`src/rtl/i2c_slave_regfile.sv`:
```
`default_nettype none
// ============================================================================
// Module   : i2c_slave_regfile
// Purpose  : I2C target with a 16 x 8-bit register file. SCL/SDA are
//            oversampled on clk, synchronised and glitch-filtered. START,
//            repeated START and STOP are decoded. One 7-bit address is
//            matched. A write sets a register pointer and stores data bytes.
//            A read returns bytes starting at the pointer. A host side port
//            preloads and inspects the registers.
// Ports    : clk, reset       - system clock, synchronous active-high reset
//            scl_in, sda_in   - raw pad inputs
//            sda_oe           - 1 = pull SDA low (open drain)
//            host_we/addr/wdata, host_rdata - host register-file access
//            rx_valid/addr/data - pulse and record for each stored bus byte
//            busy             - from address match until STOP
// Revision : 1.0 - initial release
// ============================================================================
module i2c_slave_regfile #(
  parameter logic [6:0]  SLAVE_ADDR = 7'h3C,
  parameter int unsigned FILTER_LEN = 3
) (
  input  logic       clk,
  input  logic       reset,
  input  logic       scl_in,
  input  logic       sda_in,
  output logic       sda_oe,
  input  logic       host_we,
  input  logic [3:0] host_addr,
  input  logic [7:0] host_wdata,
  output logic [7:0] host_rdata,
  output logic       rx_valid,
  output logic [3:0] rx_addr,
  output logic [7:0] rx_data,
  output logic       busy
);

  localparam int unsigned      CNT_W    = $clog2(FILTER_LEN + 1);
  localparam logic [CNT_W-1:0] CNT_LAST = CNT_W'(FILTER_LEN - 1);

  localparam logic [3:0] S_IDLE       = 4'd0;
  localparam logic [3:0] S_ADDR       = 4'd1;
  localparam logic [3:0] S_ADDR_ACK   = 4'd2;
  localparam logic [3:0] S_WR_PTR     = 4'd3;
  localparam logic [3:0] S_WR_PTR_ACK = 4'd4;
  localparam logic [3:0] S_WR_DATA    = 4'd5;
  localparam logic [3:0] S_WR_ACK     = 4'd6;
  localparam logic [3:0] S_RD_DATA    = 4'd7;
  localparam logic [3:0] S_RD_ACK     = 4'd8;
  localparam logic [3:0] S_WAIT_STOP  = 4'd9;

  // Bit 1 = SCL, bit 0 = SDA.
  logic [1:0] raw_pins;
  logic [1:0] filt;
  logic [1:0] filt_prev_q;

  assign raw_pins = {scl_in, sda_in};

  // Two-flop synchroniser followed by a run-length filter: the filtered
  // value only follows the synchronised one after FILTER_LEN consecutive
  // differing samples. Flops reset high to match an idle bus.
  for (genvar gi = 0; gi < 2; gi++) begin : g_filt
    logic             sync1_q;
    logic             sync2_q;
    logic             filt_q;
    logic [CNT_W-1:0] cnt_q;

    always_ff @(posedge clk) begin
      if (reset) begin
        sync1_q <= 1'b1;
        sync2_q <= 1'b1;
        filt_q  <= 1'b1;
        cnt_q   <= '0;
      end else begin
        sync1_q <= raw_pins[gi];
        sync2_q <= sync1_q;
        if (sync2_q == filt_q) begin
          cnt_q <= '0;
        end else if (cnt_q == CNT_LAST) begin
          filt_q <= sync2_q;
          cnt_q  <= '0;
        end else begin
          cnt_q <= cnt_q + 1'b1;
        end
      end
    end

    assign filt[gi] = filt_q;
  end

  logic scl_f, sda_f;
  logic scl_rise, scl_fall, sda_rise, sda_fall;
  logic start_det, stop_det;

  assign scl_f     = filt[1];
  assign sda_f     = filt[0];
  assign scl_rise  =  scl_f & ~filt_prev_q[1];
  assign scl_fall  = ~scl_f &  filt_prev_q[1];
  assign sda_rise  =  sda_f & ~filt_prev_q[0];
  assign sda_fall  = ~sda_f &  filt_prev_q[0];
  assign start_det = sda_fall & scl_f;
  assign stop_det  = sda_rise & scl_f;

  logic [3:0] state_q, state_d;
  logic [3:0] bitcnt_q, bitcnt_d;
  logic [7:0] shift_q, shift_d;
  logic [3:0] ptr_q, ptr_d;
  logic       sda_oe_q, sda_oe_d;
  logic       busy_q, busy_d;
  logic       rx_valid_q;
  logic [3:0] rx_addr_q;
  logic [7:0] rx_data_q;
  logic [7:0] regs_q [16];
  logic [7:0] rd_byte;
  logic       store;
  logic       load_rd;

  assign rd_byte = regs_q[ptr_q];

  always_comb begin
    state_d  = state_q;
    bitcnt_d = bitcnt_q;
    shift_d  = shift_q;
    ptr_d    = ptr_q;
    sda_oe_d = sda_oe_q;
    busy_d   = busy_q;
    store    = 1'b0;
    load_rd  = 1'b0;
    if (stop_det) begin
      state_d  = S_IDLE;
      sda_oe_d = 1'b0;
      busy_d   = 1'b0;
    end else if (start_det) begin
      state_d  = S_ADDR;
      bitcnt_d = '0;
      sda_oe_d = 1'b0;
    end else begin
      case (state_q)
        S_ADDR, S_WR_PTR, S_WR_DATA: begin
          // Shift on SCL rise; a complete byte is acted on at the SCL fall
          // that follows the 8th bit, which also opens the ACK slot.
          if (scl_rise && (bitcnt_q != 4'd8)) begin
            shift_d  = {shift_q[6:0], sda_f};
            bitcnt_d = bitcnt_q + 4'd1;
          end else if (scl_fall && (bitcnt_q == 4'd8)) begin
            bitcnt_d = '0;
            if (state_q == S_ADDR) begin
              if (shift_q[7:1] == SLAVE_ADDR) begin
                state_d  = S_ADDR_ACK;
                sda_oe_d = 1'b1;
                busy_d   = 1'b1;
              end else begin
                state_d = S_WAIT_STOP;
              end
            end else if (state_q == S_WR_PTR) begin
              ptr_d    = shift_q[3:0];
              state_d  = S_WR_PTR_ACK;
              sda_oe_d = 1'b1;
            end else begin
              store    = 1'b1;
              ptr_d    = ptr_q + 4'd1;
              state_d  = S_WR_ACK;
              sda_oe_d = 1'b1;
            end
          end
        end
        S_ADDR_ACK: begin
          // shift_q[0] still holds the R/W bit of the address byte.
          if (scl_fall) begin
            sda_oe_d = 1'b0;
            if (shift_q[0]) begin
              load_rd = 1'b1;
            end else begin
              state_d = S_WR_PTR;
            end
          end
        end
        S_WR_PTR_ACK, S_WR_ACK: begin
          if (scl_fall) begin
            sda_oe_d = 1'b0;
            state_d  = S_WR_DATA;
          end
        end
        S_RD_DATA: begin
          // The MSB went out on entry; each fall here drives the next bit,
          // and the 8th fall frees SDA for the master's ACK.
          if (scl_fall) begin
            if (bitcnt_q == 4'd7) begin
              sda_oe_d = 1'b0;
              state_d  = S_RD_ACK;
            end else begin
              sda_oe_d = ~shift_q[6];
              shift_d  = {shift_q[6:0], 1'b0};
              bitcnt_d = bitcnt_q + 4'd1;
            end
          end
        end
        S_RD_ACK: begin
          if (scl_rise && sda_f) begin
            state_d = S_WAIT_STOP;
          end else if (scl_fall) begin
            load_rd = 1'b1;
          end
        end
        default: ;
      endcase
      if (load_rd) begin
        shift_d  = rd_byte;
        ptr_d    = ptr_q + 4'd1;
        sda_oe_d = ~rd_byte[7];
        bitcnt_d = '0;
        state_d  = S_RD_DATA;
      end
    end
  end

  always_ff @(posedge clk) begin
    if (reset) begin
      filt_prev_q <= 2'b11;
      state_q     <= S_IDLE;
      bitcnt_q    <= '0;
      shift_q     <= '0;
      ptr_q       <= '0;
      sda_oe_q    <= 1'b0;
      busy_q      <= 1'b0;
      rx_valid_q  <= 1'b0;
      rx_addr_q   <= '0;
      rx_data_q   <= '0;
      for (int i = 0; i < 16; i++) begin
        regs_q[i] <= '0;
      end
    end else begin
      filt_prev_q <= filt;
      state_q     <= state_d;
      bitcnt_q    <= bitcnt_d;
      shift_q     <= shift_d;
      ptr_q       <= ptr_d;
      sda_oe_q    <= sda_oe_d;
      busy_q      <= busy_d;
      rx_valid_q  <= store;
      if (store) begin
        rx_addr_q <= ptr_q;
        rx_data_q <= shift_q;
      end
      if (host_we) begin
        regs_q[host_addr] <= host_wdata;
      end
      // Later assignment: a bus store overrides a same-cycle host write.
      if (store) begin
        regs_q[ptr_q] <= shift_q;
      end
    end
  end

  assign sda_oe     = sda_oe_q;
  assign busy       = busy_q;
  assign rx_valid   = rx_valid_q;
  assign rx_addr    = rx_addr_q;
  assign rx_data    = rx_data_q;
  assign host_rdata = regs_q[host_addr];

endmodule
`default_nettype wire

```
`config.mk`:
```
export PLATFORM = sky130hd
export DESIGN_NAME = i2c_slave_regfile
export DESIGN_NICKNAME = d
export VERILOG_FILES = /design/src/rtl/i2c_slave_regfile.sv
export SDC_FILE = /design/constraint.sdc
export NUM_CORES = 1
export LEC_CHECK = 0
export CORE_MARGIN = 4
export CORE_UTILIZATION = 35
export CTS_CLUSTER_SIZE = 8
export DETAILED_ROUTE_END_ITERATION = 8
export HOLD_SLACK_MARGIN = 0.06
export SLEW_MARGIN = 10
export SYNTH_ARGS = -nofsm -noshare
export SYNTH_HDL_FRONTEND = slang
export SYNTH_SLANG_ARGS = --single-unit
```
`constraint.sdc`:
```
create_clock -name clk -period 3.2 [get_ports clk]
set_input_delay 0.32 -clock clk [delete_from_list [all_inputs] [get_ports clk]]
set_output_delay 0.32 -clock clk [all_outputs]
set_load 0.03 [all_outputs]
```
==> results of run 1 <==
## path summary, 6_finish.rpt
check / endpoint / slack (ns) / cells after the start
hold / removal: flip-flop / 0.30 / 2
hold reg to reg: g_filt[0].cnt_q[0] / 0.41 / 1
setup reg to reg: regs_q[0][5] / 0.50 / 9
setup / recovery: regs_q[0][5] / 0.50 / 9
## worst reg2reg max path, stage by stage (launching register included)
cell and delay [ns]:
dfxtp_1 0.32, inv_1 0.09, ha_1 0.15, nand3b_1 0.20
nor2_1 0.43, nand4_2 0.15, buf_4 0.22, nor4_1 0.75
nand2_1 0.11, o21ai_0 0.13
## layer usage
metal / global-route usage, % / vias to the layer above
met3: 4.393 / 104
met5: 0 / -
li1: - / 3953
met4: 9.997 / 0
met1: 29.08 / 4238
met2: 33.27 / 532
## stage by stage
step | instances | utilization, % | total power, W | worst slack (ns) | hold slack, ns
after floorplan | 1083 | - | 0.003347 | 0.9837 | 0.3895
after global placement | 1480 | 38.18 | 0.003659 | 0.6143 | 0.4015
after detailed placement | 1480 | 38.18 | 0.003663 | 0.5906 | 0.4041
after CTS | 1512 | 40.03 | 0.005693 | 0.5725 | 0.2817
after global routing | 1513 | 40.03 | 0.005895 | 0.3843 | 0.3226
final | 1514 | 40.04 | 0.005698 | 0.4956 | 0.2993
## cells in the mapped netlist, types with 11 or more instances
cell / count
or3_1: 19
inv_1: 12
buf_2: 24
nand2_1: 306
nor3_1: 11
nand2b_1: 16
nor2_1: 43
edfxtp_1: 128
clkbuf_1: 46
o21ai_0: 133
a21oi_1: 34
mux4_2: 54
mux2i_1: 18
dfxtp_1: 51
mux4_1: 13
## cell type report
type	count	area, sq um	share of cell area [%]
Timing Repair Buffer	99	835.8	6.841
Sequential cell	179	4866	39.83
Clock inverter	15	136.4	1.116
Clock buffer	17	425.4	3.482
Multi-Input combinational cell	794	5408	44.26
Tap cell	396	495.5	4.056
Antenna cell	2	5.005	0.04097
Inverter	12	45.04	0.3687
## flip-flops by register name (all words and copies together) (netlist names), named ones only
name / count
g_filt.sync1_q: 2
state_q: 4
shift_q: 8
rx_addr: 4
regs_q: 128
busy: 1
g_filt.filt_q: 2
filt_prev_q: 2
g_filt.sync2_q: 2
ptr_q: 4
sda_oe: 1
rx_valid: 1
rx_data: 8
bitcnt_q: 4
g_filt.cnt_q: 4
## power groups by stage
stage                     Sequential (W)  Combinational (W)  Clock (W)
after global routing             0.00272           0.000988    0.00219
final                            0.00272           0.000920    0.00206
after floorplan                  0.00271           0.000637          0
after CTS                        0.00271           0.000906    0.00207
after detailed placement         0.00276           0.000901          0
after global placement           0.00276           0.000896          0
## cells by family (layout without fill, tap and decap cells)
logic type | count (synthesis) | count (layout) | synth area share, %
AO/OA/AOI/OAI | 226 | 226 | 11.91
XOR/XNOR | 5 | 5 | 0.4048
adder cells (fa/ha/maj) | 8 | 8 | 0.9251
buffers and inverters | 110 | 143 | 5.065
flip-flops | 179 | 179 | 44.96
multiplexers | 91 | 91 | 16.69
other | 0 | 2 | 0
AND/OR/NAND/NOR | 464 | 464 | 20.05
==> results.yml, run 1 <==
synthesis:
  synth-seq-cells: 179
  synth_ff_type: "edfxtp_1"
  synth_area_per_cell_sq_um: 9.991
  synth_area_sq_um: 10820
  synthArstFlopShare_pct: 0
  ys_warn_count: 0
  synth_edf_count: 128
  synth.area.top_cells: "edfxtp_1 (36%), mux4_2 (11%), nand2_1 (11%), dfxtp_1 (9.4%), o21ai_0 (6.2%)"
  synth-seq-area-share_pct: 44.96
  synth_cells: 1083
  synth_area_leader_cell: "edfxtp_1"
  synth_top_area_share_pct: 35.52
  synth_cell_types: 68
  syn_nets: 1108
pwr:
  power_density_nw_per_um2: 466.4
  power_frac_clock_pct: 36.2
  seqPwrFrac_pct: 47.7
  switchingPower_w: 0.001677
  switching_share_pct: 29.43
  pwr-share-comb_pct: 16.1
  p_leak_nw: 3.809
  ir_worst_vdd_uv: 319.3
  p_int_w: 0.004021
setup_path:
  worstSetupPathType: "flip-flop to flip-flop"
  critPathLaunch: "bitcnt_q[0]"
  cp_max_fo: 9
  slowest_delay_ns: 0.74
  reg2reg_from: "bitcnt_q[0]"
  critPathBufInv: 2
  crit_required_ns: 3.48
  worst_path_max_delay_cell: "nor4_1"
  crit_family: "simple AND/OR/NAND/NOR gates"
  worst_setup_path_end_kind: "flip-flop"
  worst_ep_arrival_time_ns: 2.98
  crit_chain: "inv_1 > ha_1 > nand3b_1 > nor2_1 > nand4_2 > buf_4 > nor4_1 > nand2_1 > o21ai_0"
  cp-start-kind: "flip-flop"
sta:
  drv_slew: 0
  finalHoldViolations: 0
  rsz0062_at_grt: "no"
  max_slew_margin_pct: 25.70
  fin_skew_ns: 0.02451
  setup_tns_ns: 0
  setup_viol: 0
  finalCritPeriodShare_pct: 84.51
  worst_pin_slew_ns: 1.111
  max_freq_mhz: 369.8
  fin_crit_ns: 2.704
drt:
  route.met2.wl_um: 16380
  wl_met1_um: 14430
  viasPerCell: 5.830
  drc: 0
  wl_met3_um: 3427
  drt_pass1_iterations: 5
  wl_um: 35970
  routedWlPerCell_um: 23.75
  drt_iter0_drc: 1060
  num_vias: 8827
  postRouteAntennaNets: 0
  top_layer: "met4"
clocking:
  clkLatencyLatePin_ns: 0.46
  clock-sinks: 179
  ctsResizeCount: 0
  post_cts_buffers: 0
  root_buffer: "clkbuf_16"
  clk_pin_slew_ns: 0.08
  cts_buffers: 17
  cts_tree: "done"
  htree_num_levels: 4
  cts_hold_buf: 0
  clock_tree.buffer_depth: 2
global_routing:
  grt_pass1_vias: 8460
  antenna_found_initial: 2
  overflow: 0
  grt_first_pass_wirelength_um: 54050
  grt_max_degree: 37
  grtUsageTotal_pct: 21.47
floorplanning:
  die_h_um: 183.8
  initial_core_util_pct: 35.47
  die_w_um: 183.8
  core_area_sq_um: 30510
  rows: 64
  die_area_sq_um: 33790
  ios: 40
placement:
  place_area_sq_um: 11650
  port_buffers: 39
  gp_congestion: 0.9532
  dp_hpwl_um: 25210
cells_and_area:
  nets: 1128
  final_common_cell: "nand2_1"
  most-common-layout-cells: "nand2_1 (306), o21ai_0 (133), edfxtp_1 (128)"
  drive_above_1_share_pct: 18.28
  finish.instance_area_sq_um: 12220
  fillers: 2933
  area_delta_synth_final_pct: 12.90
min_path:
  hold_start: "reset"
  hold_class: "input port to flip-flop"
job:
  maxCapViolations: 0
outcome:
  status: "finished clean"
Note: power is estimated with default switching activity, not from simulation.
==> run 2: changes to the inputs <==
Clock period 3.2 ns to 2.7 ns, I/O delays scaled along.
==> run 2 against run 1 <==
Effect of this change: register-to-register slack got worse by 0.25 ns; setup slack worse by 0.29 ns; non-clock buffer count up 19; highest routed layer unchanged; clock skew shrank 0.0091 ns; sequential share of layout area shrank 0.52 points; critical endpoint is now host_rdata[3]; final area rose by 1.3%; critical path depth decreased by 3; combinational power rose by 18%; via count fell by 0.54%; hold slack gained 0.037 ns; wire length shrank 3.2%; flip-flop and latch count stayed put.
==> results.yml, run 2 (synthesis gave the netlist of run 1 again) <==
sta:
  setup_ws_ns: 0.2030
  setup_viol: 0
  drv_slew: 0
  max_slew_margin_pct: 63.54
  worst_pin_slew_ns: 0.5423
  rsz0062_at_grt: "no"
  finalCritPeriodShare_pct: 92.48
  fin_skew_ns: 0.01541
  max_freq_mhz: 400.5
  setup_tns_ns: 0
  finalHoldViolations: 0
  fin_crit_ns: 2.497
outcome:
  status: "finished clean"
min_path:
  hold_start: "reset"
  hold_class: "input port to flip-flop"
  holdPathStages: 2
  min_to: "shift_q[6]"
cells_and_area:
  final_common_cell: "nand2_1"
  largest_reg_flops: 128
  fillers: 2895
  stdcell_count: 1531
  nets: 1147
  drive_above_1_share_pct: 19.40
  top_register: "regs_q"
  area_delta_synth_final_pct: 14.40
  final_core_util_pct: 40.57
  most-common-layout-cells: "nand2_1 (306), o21ai_0 (133), edfxtp_1 (128)"
setup_path:
  crit_family: "buffers and inverters"
  cp-start-kind: "input port"
  crit_chain: "clkdlybuf4s50_1 > buf_12 > buf_4 > mux4_2 > mux4_2 > buf_4"
  worst-r2r-setup-slack_ns: 0.25
  slowest_delay_ns: 0.51
  worstSetupPathType: "input port to output port"
  worst_path_max_delay_cell: "clkdlybuf4s50_1"
  cp_max_fo: 27
  worst_ep_arrival_time_ns: 2.23
  critPathBufInv: 4
  r2r-end: "regs_q[4][5]"
  crit_required_ns: 2.43
  reg2reg_from: "bitcnt_q[0]"
  worst_setup_path_end_kind: "output port"
  r2r_cells: 7
floorplanning:
  core_area_sq_um: 30510
  ios: 40
  die_area_sq_um: 33790
  initial_core_util_pct: 35.47
  die_h_um: 183.8
  die_w_um: 183.8
  rows: 64
pwr:
  power_density_nw_per_um2: 547.7
  ir_worst_vdd_uv: 448.7
  p_leak_nw: 3.920
clocking:
  post_cts_buffers: 0
  cts_buffers: 17
  clk_pin_slew_ns: 0.07
  htree_num_levels: 4
  clkLatencyLatePin_ns: 0.44
  root_buffer: "clkbuf_16"
  clock_tree.buffer_depth: 2
  clock-sinks: 179
  ctsResizeCount: 0
  cts_tree: "done"
  cts_hold_buf: 0
global_routing:
  overflow: 0
  grtUsageTotal_pct: 20.77
  grt_max_degree: 42
  antenna_found_initial: 1
  grt_first_pass_wirelength_um: 52670
  grt_pass1_vias: 8201
drt:
  viasPerCell: 5.734
  drt_iter0_drc: 1078
  num_vias: 8779
  drc: 0
  routedWlPerCell_um: 22.75
  wl_um: 34820
  postRouteAntennaNets: 0
  drt_pass1_iterations: 5
placement:
  gp_congestion: 0.9637
  port_buffers: 39
  place_ws_ns: 0.1948
  dp_hpwl_um: 25200
  dp_cells: 1499
job:
  maxCapViolations: 0
## run 2: changes by cell type in the layout (fill, tap and decap cells not counted)
cell	change
buf_4	+18
clkinv_1	+2
clkinvlp_4	-2
inv_6	-2
buf_12	+1
bufinv_16	+1
clkinv_2	-1
clkinv_4	+1
diode_2	-1
## run 2: metal layers
layer  wire length, um  global-route usage [%]
met2             15530                   31.08
met4              1294                   8.459
met5                 0                       0
met1             14220                   29.45
met3              3780                   4.452
## run 2: worst max-delay path by stage
stage | start | endpoint | slack, ns | cells past startpoint
5_1_grt | bitcnt_q[0] | regs_q[4][6] | 0.12 | 7
3_5_place_dp | host_addr[1] | regs_q[8][2] | 0.19 | 5
3_3_place_gp | host_addr[1] | regs_q[8][4] | 0.22 | 5
2_1_floorplan | bitcnt_q[0] | regs_q[5][0] | 0.56 | 7
6_report | host_addr[1] | host_rdata[3] | 0.20 | 6
4_1_cts | host_addr[1] | host_rdata[3] | 0.21 | 6
## run 2: report_power, final
part | internal [W] | switching (W) | total [W]
Clock | 0.00130 | 0.00116 | 0.00246
Combinational | 0.000467 | 0.000625 | 0.00109
Sequential | 0.00309 | 0.000139 | 0.00323
## run 2: area by class of cell
cell class / instances / area [sq um] / share of cell area, %
flip-flops and latches: 179 / 4866 / 39.31
well taps: 396 / 495.5 / 4.003
repair buffers: 118 / 991.0 / 8.006
clock buffers: 17 / 425.4 / 3.437
diodes: 1 / 2.502 / 0.02022
clock inverters: 14 / 145.1 / 1.173
multi-input cells: 794 / 5408 / 43.69
inverters: 12 / 45.04 / 0.3639
## run 2: through the flow
step | hold slack (ns) | cell area (sq um) | power (W)
final | 0.3360 | 12380 | 0.006780
after global routing | 0.3347 | 12380 | 0.007023
after CTS | 0.3047 | 12380 | 0.006791
after detailed placement | 0.3937 | 11810 | 0.004355
after global placement | 0.3947 | 11810 | 0.004344
after floorplan | 0.3738 | 10820 | 0.003967
==> run 3: changes to the inputs <==
Settings changed: CORE_UTILIZATION 35 to 30.
==> run 3 against run 2 <==
Effect of this change: critical path depth rose by 1; sequential share of layout area fell by 0.063 points; setup slack improved by 0.022 ns; combinational power barely moved; maximum frequency rose by 0.87%; core utilization fell by 5.7 points; count of clock-buffer cells in the layout rose by 5; hold slack improved by 0.067 ns; wire length fell by 2.0%; largest cell class unchanged; largest power group unchanged; highest routed layer unchanged.
==> results.yml, run 3 (synthesis gave the netlist of run 1 again) <==
sta:
  setup_viol: 0
  fin_crit_ns: 2.475
  finalHoldViolations: 0
  whs_ns: 0.4026
  setup_tns_ns: 0
  max_slew_margin_pct: 48.12
  worst_pin_slew_ns: 0.7758
  fin_skew_ns: 0.01444
  rsz0062_at_grt: "no"
  max_freq_mhz: 404.0
  finalCritPeriodShare_pct: 91.68
  drv_slew: 0
clocking:
  cts_tree: "done"
  clock-sinks: 179
  htree_num_levels: 4
  clk_pin_slew_ns: 0.06
  cts_hold_buf: 0
  root_buffer: "clkbuf_16"
  post_cts_buffers: 0
  ctsResizeCount: 0
  clkLatencyLatePin_ns: 0.44
  cts_buffers: 17
  clock_tree.buffer_depth: 2
setup_path:
  worst_path_max_delay_cell: "or3_4"
  cp_max_fo: 17
  worst_setup_path_end_kind: "flip-flop"
  cp-start-kind: "flip-flop"
  crit_chain: "inv_1 > ha_1 > nand3b_1 > nand4bb_4 > or3_4 > nor2_4 > or3_1"
  reg2reg_from: "bitcnt_q[0]"
  worst-r2r-setup-slack_ns: 0.22
  worst_ep_arrival_time_ns: 2.57
  crit_required_ns: 2.80
  r2r_cells: 7
  r2r-end: "regs_q[8][3]"
  worstSetupPathType: "flip-flop to flip-flop"
  slowest_delay_ns: 0.45
drt:
  routedWlPerCell_um: 21.42
  wl_um: 34120
  drt_pass1_iterations: 6
  num_vias: 8606
  drc: 0
  drt_iter0_drc: 886
  viasPerCell: 5.402
  postRouteAntennaNets: 0
global_routing:
  grt_pass1_vias: 8318
  antenna_found_initial: 0
  grt_max_degree: 37
  grt_first_pass_wirelength_um: 51990
  overflow: 0
  grtUsageTotal_pct: 17.55
floorplanning:
  ios: 40
  die_w_um: 197.9
  core_area_sq_um: 35570
  die_h_um: 197.9
  die_area_sq_um: 39170
  initial_core_util_pct: 30.42
  rows: 69
outcome:
  status: "finished clean"
pwr:
  power_density_nw_per_um2: 537.7
  ir_worst_vdd_uv: 443.5
  p_leak_nw: 3.875
cells_and_area:
  most-common-layout-cells: "nand2_1 (306), o21ai_0 (133), edfxtp_1 (128)"
  top_register: "regs_q"
  final_common_cell: "nand2_1"
  drive_above_1_share_pct: 19.35
  n_antenna_cell: 0
  area_delta_synth_final_pct: 14.58
  nets: 1144
  largest_reg_flops: 128
  fillers: 3558
min_path:
  hold_class: "input port to flip-flop"
  min_to: "g_filt[1].sync1_q"
  hold_start: "scl_in"
  holdPathStages: 2
placement:
  gp_congestion: 0.9839
  dp_hpwl_um: 25490
  port_buffers: 39
job:
  maxCapViolations: 0
[run 3: changes by cell type in the layout (fill, tap and decap cells not counted), moves of 2 or more]
cell / previous run / this run
buf_4: 84 / 82
clkbuf_1: 0 / 2
clkbuf_8: 0 / 3
clkinv_1: 2 / 0
clkinvlp_4: 1 / 5
inv_6: 5 / 2
inv_8: 2 / 0
[run 3: layout make-up]
type / count / area, sq um / area share (%)
clock buffer: 22 / 474.2 / 3.825
clock inverter: 10 / 77.57 / 0.6257
inverter: 12 / 45.04 / 0.3633
multi-input combinational: 794 / 5408 / 43.62
sequential: 179 / 4866 / 39.25
tap: 461 / 576.8 / 4.652
timing repair buffer: 115 / 950.9 / 7.670
[run 3: power breakdown]
| group | internal (W) | switching [W] | leakage (nW) |
|---|---|---|---|
| logic | 0.000464 | 0.000607 | 1.99 |
| clock network | 0.00126 | 0.00112 | 0.252 |
| registers | 0.00309 | 0.000130 | 1.63 |
| total | 0.00481 | 0.00185 | 3.88 |
[run 3: routing by layer]
layer / global-route usage [%] / share of wire (%) / wire length (um)
met1: 23.17 / 41 / 13850
met2: 28.46 / 47 / 16010
met3: 3.267 / 8.4 / 2882
met4: 7.269 / 4.0 / 1381
met5: 0 / 0 / 0
[run 3: per-stage QoR]
step                cell area, sq um  cells  utilization, %  total power, W  setup WS (ns)
floorplan                      10820   1083               -        0.003967         0.5605
global placement               11850   1561           33.31        0.004315         0.3079
detailed placement             11850   1561           33.31        0.004331         0.2581
CTS                            12400   1593           34.86        0.006666         0.2344
global route                   12400   1593           34.86        0.006871        0.07927
finish                         12400   1593           34.86        0.006667         0.2245
[run 3: worst max path at each step]
| stage | cells after the start | start | slack, ns | endpoint |
|---|---|---|---|---|
| floorplan | 7 | bitcnt_q[0] | 0.56 | regs_q[5][0] |
| global placement | 5 | filt_prev_q[1] | 0.31 | sda_oe |
| detailed placement | 7 | bitcnt_q[0] | 0.26 | regs_q[8][0] |
| CTS | 7 | bitcnt_q[0] | 0.23 | regs_q[8][3] |
| global route | 7 | bitcnt_q[0] | 0.08 | regs_q[8][3] |
| finish | 7 | bitcnt_q[0] | 0.22 | regs_q[8][3] |
[run 3: worst max-delay path: cells and delay by family (launching register included)]
family / cells / cell delay (ns)
and+or+nand+nor: 5 / 1.58
buffers and inverters: 1 / 0.09
DFF: 1 / 0.32
adders and majority gates: 1 / 0.15
